==> src/rtl/td4_clk_ctrl.sv <==
// td4_clk_ctrl: execution-clock controller for the TD4 core.
// Produces a one-cycle clock enable (cpu_ce) from a selectable prescaler tap.
// Four modes: halt, free run, debounced single step, and N-step burst.
// Also keeps a count of retired steps for the register display.
// Optional feature macro: TD4_CLK_BREAKPOINT_EN. When it is defined, a PC
// breakpoint can stop RUN mode.
module td4_clk_ctrl #(
    parameter int CNT_W   = 28,
    parameter int DSEL_W  = 5,
    parameter int DEB_W   = 18,
    parameter int BURST_N = 16,
    parameter int PC_W    = 4,
    parameter int STEP_W  = 16
) (
    input  logic              clk,
    input  logic              reset,
    input  logic              key_n,
    input  logic [1:0]        mode,
    input  logic [DSEL_W-1:0] div_sel,
    input  logic [PC_W-1:0]   pc,
    input  logic [PC_W-1:0]   bp_addr,
    input  logic              bp_ena,
    output logic              cpu_ce,
    output logic              busy,
    output logic              bp_hit,
    output logic [STEP_W-1:0] step_cnt
);

    localparam int BURST_W = $clog2(BURST_N + 1);
    localparam int TAP_W   = (CNT_W > 1) ? $clog2(CNT_W) : 1;

    typedef enum logic [1:0] {
        ST_HALT  = 2'b00,
        ST_RUN   = 2'b01,
        ST_STEP  = 2'b10,
        ST_BURST = 2'b11
    } state_t;

    state_t state_reg, state_next;

    // Key conditioning.
    logic             key_meta_reg, key_sync_reg;
    logic             key_filt_reg, key_filt_d_reg;
    logic [DEB_W-1:0] deb_cnt_reg;
    logic             key_press;

    // Prescaler and tap-edge detection.
    logic [CNT_W-1:0] presc_reg;
    logic [TAP_W-1:0] tap_sel;
    logic             tap_bit, tap_prev_reg, tick;

    // Work tracking.
    logic               pending_reg, pending_next;
    logic [BURST_W-1:0] burst_reg, burst_next;
    logic               ce_reg, ce_next;
    logic [STEP_W-1:0]  step_cnt_reg;
`ifdef TD4_CLK_BREAKPOINT_EN
    logic bp_hit_reg, bp_hit_next;
    logic skip_reg, skip_next;
`endif

    // Two-flop synchroniser. The idle (released) level of the key is 1.
    always_ff @(posedge clk) begin
        if (reset) begin
            key_meta_reg <= 1'b1;
            key_sync_reg <= 1'b1;
        end else begin
            key_meta_reg <= key_n;
            key_sync_reg <= key_meta_reg;
        end
    end

    // Debounce filter.
    // The filtered level follows the input only after 2^DEB_W
    // consecutive samples that differ from it.
    always_ff @(posedge clk) begin
        if (reset) begin
            deb_cnt_reg    <= '0;
            key_filt_reg   <= 1'b1;
            key_filt_d_reg <= 1'b1;
        end else begin
            key_filt_d_reg <= key_filt_reg;
            if (key_sync_reg == key_filt_reg) begin
                deb_cnt_reg <= '0;
            end else if (deb_cnt_reg == {DEB_W{1'b1}}) begin
                deb_cnt_reg  <= '0;
                key_filt_reg <= key_sync_reg;
            end else begin
                deb_cnt_reg <= deb_cnt_reg + DEB_W'(1);
            end
        end
    end

    // A press is the filtered 1->0 edge; it lasts a single cycle.
    assign key_press = key_filt_d_reg & ~key_filt_reg;

    // Clamp the tap select to the top bit of the prescaler.
    always_comb begin
        if (32'(div_sel) > 32'(CNT_W - 1)) begin
            tap_sel = TAP_W'(CNT_W - 1);
        end else begin
            tap_sel = TAP_W'(div_sel);
        end
    end

    assign tap_bit = presc_reg[tap_sel];
    assign tick    = tap_bit & ~tap_prev_reg;

    // Free-running prescaler, plus the previous tap value for edge detection.
    always_ff @(posedge clk) begin
        if (reset) begin
            presc_reg    <= '0;
            tap_prev_reg <= 1'b0;
        end else begin
            presc_reg    <= presc_reg + CNT_W'(1);
            tap_prev_reg <= tap_bit;
        end
    end

    // FSM state register.
    always_ff @(posedge clk) begin
        if (reset) begin
            state_reg <= ST_HALT;
        end else begin
            state_reg <= state_next;
        end
    end

    // Next state: MODE is sampled every cycle.
    always_comb begin
        state_next = state_t'(mode);
    end

    // FSM outputs.
    // The enable and the bookkeeping updates are evaluated against the
    // current state. A mode change therefore takes effect one cycle later.
    always_comb begin
        ce_next      = 1'b0;
        pending_next = pending_reg;
        burst_next   = burst_reg;
`ifdef TD4_CLK_BREAKPOINT_EN
        bp_hit_next  = bp_hit_reg;
        skip_next    = skip_reg;
`endif
        case (state_reg)
            ST_RUN: begin
`ifdef TD4_CLK_BREAKPOINT_EN
                // A press while stopped releases the breakpoint.
                // The next tick then steps past the breakpoint address.
                if (key_press && bp_hit_reg) begin
                    bp_hit_next = 1'b0;
                    skip_next   = 1'b1;
                end
                if (tick) begin
                    if (bp_hit_reg) begin
                        ce_next = 1'b0;
                    end else if (skip_reg) begin
                        ce_next   = 1'b1;
                        skip_next = 1'b0;
                    end else if (bp_ena && (pc == bp_addr)) begin
                        bp_hit_next = 1'b1;
                    end else begin
                        ce_next = 1'b1;
                    end
                end
`else
                ce_next = tick;
`endif
            end
            ST_STEP: begin
                if (tick && pending_reg) begin
                    ce_next      = 1'b1;
                    pending_next = 1'b0;
                end
                if (key_press && !pending_reg) begin
                    pending_next = 1'b1;
                end
            end
            ST_BURST: begin
                if (tick && (burst_reg != '0)) begin
                    ce_next    = 1'b1;
                    burst_next = burst_reg - BURST_W'(1);
                end
                if (key_press && (burst_reg == '0)) begin
                    burst_next = BURST_W'(BURST_N);
                end
            end
            default: begin
                ce_next = 1'b0;
            end
        endcase
        // Leaving a mode discards the work that belongs to that mode.
        if (state_next != state_reg) begin
            case (state_reg)
                ST_STEP:  pending_next = 1'b0;
                ST_BURST: burst_next   = '0;
`ifdef TD4_CLK_BREAKPOINT_EN
                ST_RUN: begin
                    bp_hit_next = 1'b0;
                    skip_next   = 1'b0;
                end
`endif
                default: ;
            endcase
        end
    end

    // Registered outputs and work state.
    // step_cnt advances in the same cycle that the enable is shown.
    always_ff @(posedge clk) begin
        if (reset) begin
            ce_reg       <= 1'b0;
            pending_reg  <= 1'b0;
            burst_reg    <= '0;
            step_cnt_reg <= '0;
        end else begin
            ce_reg      <= ce_next;
            pending_reg <= pending_next;
            burst_reg   <= burst_next;
            if (ce_next) begin
                step_cnt_reg <= step_cnt_reg + STEP_W'(1);
            end
        end
    end

`ifdef TD4_CLK_BREAKPOINT_EN
    // Breakpoint status: the sticky hit flag and the step-past flag.
    always_ff @(posedge clk) begin
        if (reset) begin
            bp_hit_reg <= 1'b0;
            skip_reg   <= 1'b0;
        end else begin
            bp_hit_reg <= bp_hit_next;
            skip_reg   <= skip_next;
        end
    end

    assign bp_hit = bp_hit_reg;
`else
    // Without the breakpoint feature the PC compare inputs have no effect.
    logic unused_bp_inputs;
    assign unused_bp_inputs = ^{pc, bp_addr, bp_ena};
    assign bp_hit = 1'b0;
`endif

    assign cpu_ce   = ce_reg;
    assign busy     = pending_reg | (burst_reg != '0);
    assign step_cnt = step_cnt_reg;

endmodule

==> config.mk <==
export PLATFORM = sky130hd
export DESIGN_NAME = td4_clk_ctrl
export DESIGN_NICKNAME = d
export VERILOG_FILES = /design/src/rtl/td4_clk_ctrl.sv
export SDC_FILE = /design/constraint.sdc
export NUM_CORES = 1
export LEC_CHECK = 0
export CAP_MARGIN = 20
export CORE_ASPECT_RATIO = 2
export CORE_MARGIN = 2
export CORE_UTILIZATION = 55
export DETAILED_ROUTE_END_ITERATION = 7
export MAX_ROUTING_LAYER = met4
export PLACE_DENSITY = 0.84
export SLEW_MARGIN = 20
export SYNTH_ARGS = -nofsm -noshare
export SYNTH_HDL_FRONTEND = slang
export SYNTH_SLANG_ARGS = --single-unit
==> constraint.sdc <==
create_clock -name clk -period 3.2 [get_ports clk]
set_clock_uncertainty 0.2 [all_clocks]
set_input_delay 0.64 -clock clk [delete_from_list [all_inputs] [get_ports clk]]
set_output_delay 0.64 -clock clk [all_outputs]
set_load 0.02 [all_outputs]
# ---- Word level (Yosys, flattened, before mapping)
# Index checks and enable logic that the tools add are counted.
dict set report totals {
  elab_cells 55
  rom_bits 0
  memories 0
  inputBits 19
  latch_bits 0
  ramBits 0
  register_bits 76
}
dict set report classes {
  n_eq_ne 6
  muxes 16
  n_reduce_logical 9
  n_bitwise 6
  div 0
  n_shift 0
  magnitude_cmp 2
  add_sub_neg 4
  multipliers 0
}
# cell n
set op_table {}
lappend op_table {{5-bit 2-to-1 mux} 6}
lappend op_table {{28-bit by 1-bit adder with 28-bit output, second input constant} 1}
lappend op_table {{18-bit by 1-bit adder with 18-bit output, second input constant} 1}
lappend op_table {{18-bit == test, second input constant} 1}
lappend op_table {{16-bit by 1-bit adder with 16-bit output, second input constant} 1}
lappend op_table {{1-bit 2-to-1 mux} 8}
lappend op_table {{5-bit by 6-bit less-than comparator with 1-bit output, second input constant} 1}
lappend op_table {{1-bit binary-select mux with 5-bit select} 1}
lappend op_table {{5-bit > comparator, second input constant} 1}
lappend op_table {{5-bit logical NOT} 1}
lappend op_table {{5-bit nonzero test} 1}
lappend op_table {{5-bit by 1-bit subtractor with 5-bit output, second input constant} 1}
lappend op_table {{2-bit == test, second input constant} 2}
lappend op_table {{1-bit logical AND} 4}
lappend op_table {{1-bit NOT} 3}
lappend op_table {{1-bit one-hot mux with 3 select lines} 1}
lappend op_table {{3-bit OR reduction} 1}
lappend op_table {{1-bit AND} 2}
lappend op_table {{2-bit by 1-bit == test with 1-bit output, second input constant} 1}
lappend op_table {{2-bit != test} 1}
lappend op_table {{2-bit AND reduction} 1}
lappend op_table {{1-bit == test} 1}
lappend op_table {{1-bit logical NOT} 1}
lappend op_table {{1-bit OR} 1}

# ---- Depth between registers and ports, before layout
dict set report logic_depth {
  word_depth 11
  depth_mapped 11
  depth_no_buf 8
}

# ---- Least setup slack after synthesis
# No wires, ideal clock.
dict set report synth_path {
  path_kind {input to register}
  startpoint {input div_sel[0]}
  endpoint {register step_cnt_reg[6] (netlist: step_cnt[6])}
  cell_stages 10
  t_arrival_ns 2.605
  n_path_buf 3
  slack_ns 0.325
  setup_ns 0.070
  path_cell_list {buf_6 buf_12 mux2i_1 a22oi_2 a31oi_1 o32ai_2 o211ai_2 buf_6 or4b_1 a21oi_1}
}
dict set report synth_between {
  elab_chain_len 8
  word_cells_on_any_way 10
  cone_classes {order compare: 1; mux: 6; bitwise: 1; reduce/logical: 2}
}
# element line
set synth_rtl {}
lappend synth_rtl {{start: declaration} 19} ;# input logic [DSEL_W-1:0] div_sel,
lappend synth_rtl {{5-bit > comparator} 99} ;# if (32'(div_sel) > 32'(CNT_W - 1)) begin
lappend synth_rtl {{5-bit 2-to-1 mux (*)} 99}
lappend synth_rtl {{1-bit binary-select mux with 5-bit select (*)} 106} ;# assign tap_bit = presc_reg[tap_sel];
lappend synth_rtl {{1-bit 2-to-1 mux (implied by the code) (*)} 106}
lappend synth_rtl {{1-bit AND (*)} 107} ;# assign tick = tap_bit & ~tap_prev_reg;
lappend synth_rtl {{1-bit logical AND, on equally long branches} {180, 171}}
lappend synth_rtl {{1-bit 2-to-1 mux, on equally long branches} {180, 171}}
lappend synth_rtl {{1-bit one-hot mux with 3 select lines (*)} 145} ;# case (state_reg)
lappend synth_rtl {{end signal: assignment} 221} ;# step_cnt_reg <= step_cnt_reg + STEP_W'(1);
lappend synth_rtl {{end: declaration} 56} ;# logic [STEP_W-1:0] step_cnt_reg;
# Mark *: on every way between the ends. The rest lies on a longest branch, timed or not. The select of a mux whose other input is x is not followed.
# A chain may end at the register's enable or synchronous reset.

# ---- Worst setup path in the final report
dict set report layout_path {
  startpoint {input div_sel[2]}
  endpoint {register step_cnt_reg[15] (netlist: step_cnt[15])}
}
# The elaborated chain is that of the path after synthesis.

==> flow_summary.json <==
{
  "arrival_ps": 3180,
  "hold_end": "key_sync_reg$_SDFF_PP1_",
  "largest_reg_flops": 28,
  "routedWlPerCell_um": 14.1,
  "cts_sinks": 76,
  "syn_nets": 432,
  "slowest_stage": "clkdlybuf4s50_1",
  "place_area_um2": 4030,
  "antenna_found_initial": 0,
  "avgSynthCellArea_um2": 8.76,
  "critPathMaxStageDelay_ps": 590,
  "syn_inst": 409,
  "holdCritPathClass": "reg -> reg",
  "setup-violations-final": 0,
  "period_minus_slack_ps": 3120,
  "rsz0062_at_grt": "true",
  "synth.distinct_cells": 51,
  "synth_enable_flop_cells": 0,
  "rows": 41,
  "ys_top_cells_by_area": "dfxtp_1 42%, xor2_1 7.1%, nor2_1 5.9%",
  "grt_pass1_vias": 3027,
  "grt-busiest-layer": "met2",
  "cts_resized": 0,
  "fin_nets": 473,
  "netlist_area_um2": 3580,
  "fmax_mhz": 321,
  "ant_nets": 0,
  "use_met3": 0.0602,
  "crit_required_ps": 3270,
  "dr_total_vias": 3101,
  "crit_start": "div_sel[2]",
  "clkSlewWorstSetupHoldPaths_ps": 60,
  "peakVddDrop_v": 0.000418,
  "drv_cap": 0,
  "fill_cells": 477,
  "drt_wl_total_um": 7610,
  "dp_hpwl_um": 5270,
  "synth_top_area_frac": 0.424,
  "clock_latency_ps": 340,
  "start_util": 0.568,
  "p_per_area_nw_per_um2": 491,
  "portBuffers": 27,
  "drt_pass1_iterations": 4,
  "grtUsageMet1": 0.246,
  "final_area_um2": 4340,
  "r2r-start": "presc_reg[3]$_SDFF_PP0_",
  "dieArea_um2": 7220,
  "use_met2": 0.402,
  "grt.overflow.total": 0,
  "yosys_warnings": 0,
  "hold_violations": 0,
  "synthArstFlopShare": 0,
  "ys_seq_area_frac": 0.424,
  "place_congestion": 0.925,
  "worstPathMaxFanout": 24,
  "synth_ff_type": "dfxtp_1",
  "antenna_cells": 0,
  "mostFrequentLayoutCells": "76 x dfxtp_1, 56 x nor2_1, 29 x xor2_1, 28 x nand2_1, 26 x clkdlybuf4s50_1",
  "drive_gt1_frac": 0.103,
  "via_per_inst": 5.73,
  "min_path_cells": 1,
  "cts-root-buf": "clkbuf_16",
  "fin_crit_sh": 0.975,
  "r2r-end": "step_cnt[15]$_SDFFE_PP0P_",
  "synth_top_area_cell": "dfxtp_1",
  "grt_pass1_wl_um": 13000,
  "cts_tree": "yes",
  "grt_usage": 0.239,
  "crit_type": "in -> reg",
  "min_from": "key_meta_reg$_SDFF_PP1_",
  "post_cts_buffers": 0,
  "cp_cell_sequence": "clkdlybuf4s50_1, nand3_1, mux2i_1, o21a_1, o32ai_2, o211ai_2, buf_12, or4_1, a21oi_1",
  "htree_levels": 3,
  "start_kind": "input pin",
  "rrSetupSlack_ps": 550,
  "core_area_um2": 6310,
  "synthToLayoutAreaGrowth_pct": 21.1,
  "drcViolationCount": 0,
  "dieHeight_um": 118,
  "grt_max_degree": 28,
  "status": "complete, no violations",
  "clk_path_buf_depth": 2,
  "slew_viol_final": 0,
  "cts_inserted_buffers": 9,
  "drtIter0Drc": 158,
  "ioPinCount": 38,
  "totalPowerFinal_uw": 2130,
  "p_leak_uw": 0.00160,
  "cts_hold_buf": 0,
  "synth-seq-cells": 76,
  "crit_path_end_kind": "flip-flop",
  "die_width_um": 61.1,
  "reg2reg_depth": 8,
  "final_common_cell": "dfxtp_1"
}
[per-layer routing]
| layer | vias to the layer above | routed length (um) |
|---|---|---|
| li1 | 1528 | - |
| met1 | 1484 | 2930 |
| met2 | 67 | 4220 |
| met3 | 22 | 222 |
| met4 | 0 | 242 |
| met5 | - | 0 |
[report_power, final]
group | switching [uW] | total (uW) | internal (uW) | leakage (uW)
sequential | 6.58 | 961 | 954 | 0.000614
clock | 384 | 1060 | 679 | 0.000155
combinational | 57.2 | 109 | 51.6 | 0.000827
total | 448 | 2130 | 1680 | 0.00160
[worst max-delay path by stage]
stage | slack (ps) | to
4_1_cts | 100 | pending_reg$_SDFF_PP0_
3_3_place_gp | -170 | step_cnt[8]$_SDFFE_PP0P_
6_report | 80 | step_cnt[15]$_SDFFE_PP0P_
5_1_grt | -20 | step_cnt[15]$_SDFFE_PP0P_
3_5_place_dp | -220 | step_cnt[6]$_SDFFE_PP0P_
2_1_floorplan | 320 | step_cnt[6]$_SDFFE_PP0P_
[cells by family (layout without fill, tap and decap cells)]
group / Yosys count / count (layout) / synth area share
flip-flops: 76 / 76 / 0.424
XOR/XNOR: 41 / 41 / 0.100
adder cells (fa/ha/maj): 4 / 4 / 0.0140
AO/OA/AOI/OAI: 66 / 66 / 0.123
buffers and inverters: 31 / 77 / 0.0426
multiplexers: 16 / 16 / 0.0506
other: 1 / 1 / 0.00105
AND/OR/NAND/NOR: 174 / 174 / 0.245
[synthesized netlist by cell type (2+ instances only)]
library cell   n
nand3_1       23
and2_1         2
o21ai_0       12
inv_1         16
nand4_1        8
or4_1          8
nor2_1        56
mux2i_1       11
a21oi_1       22
or3_1         15
and3_1        10
ha_1           4
nor4_1         2
mux2_2         4
xnor2_1       12
nor3_1         3
dfxtp_1       76
buf_6          2
nor2b_1        6
nand2_1       28
xor2_1        29
clkbuf_1      10
o31ai_1        8
or2_2          4
and4_1         6
o211ai_1       5
a31oi_1        3
[critical path: cells and delay by family]
| family | cells | cell delay [ps] |
|---|---|---|
| AND/OR/NAND/NOR | 2 | 710 |
| multiplexers | 1 | 160 |
| AO/OA/AOI/OAI | 4 | 900 |
| buffers and inverters | 2 | 770 |
[stage by stage]
| stage | worst slack [ps] | std cells | hold WS, ps | util | setup TNS [ps] |
|---|---|---|---|---|---|
| final | 80.9 | 541 | 204 | 0.688 | 0 |
| after global routing | -19.6 | 541 | 223 | 0.688 | -28.2 |
| after CTS | 95.6 | 541 | 206 | 0.688 | 0 |
| after detailed placement | -220 | 525 | 195 | 0.638 | -3230 |
| after global placement | -172 | 525 | 197 | 0.638 | -2390 |
| after floorplan | 325 | 409 | 189 | - | 0 |
[area by class of cell]
class	count	area [um^2]	share of cell area
multi-input combinational	302	1910	0.440
sequential	76	1520	0.350
timing repair buffer	45	425	0.0980
clock buffer	9	225	0.0519
tap	86	108	0.0248
clock inverter	7	91.3	0.0210
inverter	16	60.1	0.0138
Note: power is estimated with default switching activity, not from simulation.
